## config.mk

```make
export PLATFORM = sky130hd
export DESIGN_NAME = stream_arb2
export DESIGN_NICKNAME = d
export VERILOG_FILES = /design/src/rtl/stream_arb2.sv
export SDC_FILE = /design/constraint.sdc
export NUM_CORES = 1
export LEC_CHECK = 0
export ABC_AREA = 1
export CELL_PAD_IN_SITES_DETAIL_PLACEMENT = 1
export CELL_PAD_IN_SITES_GLOBAL_PLACEMENT = 1
export CORE_ASPECT_RATIO = 1.4
export CORE_MARGIN = 10
export CORE_UTILIZATION = 30
export DETAILED_ROUTE_END_ITERATION = 16
export PLACE_DENSITY = 0.83
export SLEW_MARGIN = 15
export SYNTH_ARGS = -nofsm -noshare
export SYNTH_HDL_FRONTEND = slang
export SYNTH_SLANG_ARGS = --single-unit
```

## constraint.sdc

```tcl
create_clock -name clk -period 2.65 [get_ports clk]
set_input_delay 0.795 -clock clk [delete_from_list [all_inputs] [get_ports clk]]
set_output_delay 0.795 -clock clk [all_outputs]
set_load 0.03 [all_outputs]
```

## src/rtl/stream_arb2.sv

```systemverilog
// stream_arb2: two-input round-robin stream arbiter with a single registered output slot
module stream_arb2 #(
  parameter int WIDTH = 8
) (
  input  logic             clk,
  input  logic             reset,
  input  logic             a_valid_i,
  input  logic [WIDTH-1:0] a_data_i,
  output logic             a_ready_o,
  input  logic             b_valid_i,
  input  logic [WIDTH-1:0] b_data_i,
  output logic             b_ready_o,
  output logic             y_valid_o,
  output logic [WIDTH-1:0] y_data_o,
  input  logic             y_ready_i,
  output logic             sel_o
);
  typedef enum logic {PRIO_A, PRIO_B} prio_t;
  prio_t prio, prio_nxt;
  logic space, grant_a, grant_b, a_xfer, b_xfer;
  // priority state register
  always_ff @(posedge clk or posedge reset)
    if (reset) prio <= PRIO_A;
    else prio <= prio_nxt;
  // the channel that just transferred yields priority to the other one
  always_comb begin
    a_xfer = a_valid_i && a_ready_o;
    b_xfer = b_valid_i && b_ready_o;
    prio_nxt = a_xfer ? PRIO_B : b_xfer ? PRIO_A : prio;
  end
  // grant and readies; readies are forced low while reset is held
  always_comb begin
    space = !y_valid_o || y_ready_i;
    grant_a = a_valid_i && (!b_valid_i || prio == PRIO_A);
    grant_b = b_valid_i && (!a_valid_i || prio == PRIO_B);
    a_ready_o = !reset && space && grant_a;
    b_ready_o = !reset && space && grant_b;
  end
  // output slot: load on transfer, clear on drain, otherwise hold
  always_ff @(posedge clk or posedge reset)
    if (reset) begin
      y_valid_o <= 1'b0;
      y_data_o <= '0;
      sel_o <= 1'b0;
    end else if (a_xfer || b_xfer) begin
      y_valid_o <= 1'b1;
      y_data_o <= a_xfer ? a_data_i : b_data_i;
      sel_o <= a_xfer;
    end else if (y_ready_i) begin
      y_valid_o <= 1'b0;
    end
endmodule

```

==> impl_results.md, run 1 <==
- Status: finished clean
- Nets: 139
- CP Cell Sequence: clkdlybuf4s50_1 > a21boi_2 > nand2_4 > inv_4 > buf_4
- Unrepaired setup endpoints after global routing: false
- Largest net degree at the start of global routing: 12
- Seq cells post-synth: 10
- Flip-flop and latch area: 250 µm²
- DIE WIDTH: 60.6 µm
- Final ANT Viol Nets: 0
- Vias per inst: 4.86
- Crit. End Element: primary output
- GRT overflow: 0
- # hold bufs at CTS: 0
- FMAX: 387 MHz
- Ant. Diodes: 0
- Setup TNS: 0 ns
- Yosys warnings: 0
- Vias in the first global route: 742
- Pwr dens: 716 mW/mm²
- Static leakage: 0.540 nW
- Remaining DRCs: 0
- Post-CTS setup buffer count: 0
- Finish-stage setup viols: 0
- CTS tree: built
- Max IR drop VDD: 0.292 mV
- Placer congestion estimate: 0.701
- Total GRT Usage: 9.59%
- Placed inst area: 0.00105 mm²
- Multi-input logic area: 355 µm²
- Max Cap Violations: 0
- CTS Buf Count: 3
- Rows: 20
- Dpl hpwl: 1760 µm
- Fillers: 268
- Slack of the worst reg-to-reg path: 1.35 ns
- CP endpoint: b_ready_o
- P&R area growth vs syn: 58.0%
- Total number of vias: 675
- Critical-path top delay cell: clkdlybuf4s50_1
- Largest family of logic cells by synthesized area: simple AND/OR/NAND/NOR gates
- Critical path class: in -> out
- Post-route cell area: 0.00109 mm²
- CTS clk-pin slew, worst paths: 0.07 ns
- Skew final: 0.00591 ns
- Clock root cell: clkbuf_4
- Clock latency on the worst-skew pair: 0.28 ns
- Final Max Tran Viols: 0
- Clock Sinks: 10
- DIE AREA: 0.00465 mm²
- Initial antenna violation count: 0
- Io pins: 33
- Cts repair resizes: 0
- IO Port Bufs: 32
- Synthesized-area fraction occupied by adder cells: 0%
- Wirelength per Cell: 15.0 µm
- Final critical-path required period: 2.58 ns
- First-pass GRT wire length: 3370 µm
- Die height: 76.8 µm
- Register area share after synthesis: 36.2%
- Routed Wire Length: 2090 µm
- Final hold vios: 0
- Core area: 0.00218 mm²
- Initial Util: 31.7%
- Post-synth cell types: 17
- Post-synthesis net count: 97
- Mux share of post-synthesis cell area: 0%
- Crit path DAT: 1.79 ns
- Max stage delay on crit path: 0.49 ns
- Share of layout cells above drive strength 1: 29.1%
- 1st-iter DRT viols: 11
- Syn Area/Cell: 9.09 µm²
- R2R depth: 8
- HP Class: reg -> reg
- Startpoint Class: input pin
- H-tree depth: 1
- Relative slew slack: 77.7%
- Reg2reg end: y_data_o[7]
- Crit. Startpoint: a_valid_i
- Synth Instances: 76
- Post-Synth XOR/XNOR Area: 0%
- Cell area after synthesis: 691 µm²
- Simple-gate share of the synthesized area: 39.9%
- Crit-path max FO: 3
- Slew @ Worst Pin: 0.333 ns
- RR Startpoint: y_valid_o
- Detailed Routing Iterations Pass 1: 2
- Max Buffers Root-to-Sink: 2
- Critical Path RT: 1.86 ns
- Period utilization: 97.4%
- Compound-Gate Fraction of Synth Area: 11.6%
where the power goes:
group	switching (mW)	internal, mW	leakage (nW)
Sequential	0.0381	0.200	0.122
Clock	0.0644	0.0837	0.0210
Combinational	0.219	0.176	0.397
Total	0.322	0.459	0.540
metal layers:
| layer | GRT usage (%) | share of wire [%] | routed length [µm] | up-vias |
|---|---|---|---|---|
| met5 | 0 | 0 | 0 | - |
| met2 | 14.9 | 51 | 1060 | 24 |
| met1 | 10.1 | 39 | 821 | 322 |
| met3 | 2.80 | 6.6 | 138 | 4 |
| met4 | 7.93 | 3.2 | 67 | 0 |
| li1 | - | - | - | 325 |
state kept, by name, indices dropped and copies added, names as in the netlist:
signal	cells
prio	1
y_valid_o	1
y_data_o	8
cells in the mapped netlist:
| cell | instances | area share, % |
|---|---|---|
| o21bai_1 | 8 | 8.7 |
| nand3_1 | 9 | 6.5 |
| nand3_2 | 8 | 12 |
| dfrtp_1 | 10 | 36 |
| nand2_4 | 3 | 4.9 |
| a21boi_2 | 1 | 1.6 |
| inv_2 | 3 | 1.6 |
| o21ai_2 | 1 | 1.3 |
| nand4_1 | 1 | 0.91 |
| buf_12 | 1 | 2.9 |
| inv_1 | 8 | 4.3 |
| nand2_2 | 1 | 0.91 |
| nand2_1 | 17 | 9.2 |
| buf_6 | 1 | 1.6 |
| inv_4 | 2 | 1.8 |
| nand2_8 | 1 | 2.9 |
| nor2_8 | 1 | 2.9 |
logic make-up after synthesis:
| kind of cell | Yosys count |
|---|---|
| and+or+nand+nor | 41 |
| buffers and inverters | 15 |
| DFF | 10 |
| AOI/OAI and AO/OA | 10 |
worst min path at each step:
| stage | endpoint | startpoint | cells past startpoint | slack, ns |
|---|---|---|---|---|
| detailed placement | y_data_o[0] | y_data_o[0] | 2 | 0.50 |
| CTS | y_data_o[4] | y_data_o[4] | 2 | 0.53 |
| global placement | y_data_o[3] | y_data_o[3] | 2 | 0.50 |
| finish | y_data_o[4] | y_data_o[4] | 2 | 0.52 |
| global route | y_data_o[4] | y_data_o[4] | 2 | 0.56 |
| floorplan | prio | reset | 1 | 0.62 |
area by class of cell:
type	instances	share of cell area (%)
tap	22	2.52
sequential	10	22.9
timing repair buffer	39	33.7
clock buffer	4	3.33
inverter	13	4.93
multi-input combinational	51	32.6
worst max-delay path, delay by kind of cell:
family,cells,cell delay (ns)
AOI/OAI and AO/OA,1,0.22
buffers and inverters,3,0.69
and+or+nand+nor,1,0.07
cell usage in the layout, fill, tap and decap left out, drive strengths merged:
| master | count |
|---|---|
| clkdlybuf4s50 | 30 |
| o21bai | 8 |
| nand4 | 1 |
| nand2 | 22 |
| buf | 9 |
| o21ai | 1 |
| a21boi | 1 |
| inv | 13 |
| clkbuf | 4 |
| nand3 | 17 |
| dfrtp | 10 |
| nor2 | 1 |
stage by stage:
stage | total power [mW] | std cells | utilization (%) | hold WS (ns) | setup slack [ns]
after CTS | 0.793 | 139 | 50.1 | 0.528 | 0.0577
final | 0.781 | 139 | 50.1 | 0.520 | 0.0692
after detailed placement | 0.644 | 135 | 48.4 | 0.504 | 0.0626
after floorplan | 0.469 | 76 | - | 0.618 | 0.399
after global routing | 0.830 | 139 | 50.1 | 0.558 | 0.0231
after global placement | 0.633 | 135 | 48.4 | 0.499 | 0.0804
Power figures use the tool's default switching activity.
==> inputs of run 2 (changes only) <==
--- a/config.mk
+++ b/config.mk
@@ -12,6 +12,7 @@
 export CORE_MARGIN = 10
 export CORE_UTILIZATION = 30
 export DETAILED_ROUTE_END_ITERATION = 16
+export GPL_TIMING_DRIVEN = 1
 export PLACE_DENSITY = 0.83
 export SLEW_MARGIN = 15
 export SYNTH_ARGS = -nofsm -noshare
==> results of run 2 <==
Final layout, timing and power as in run 1 (identical DEF).
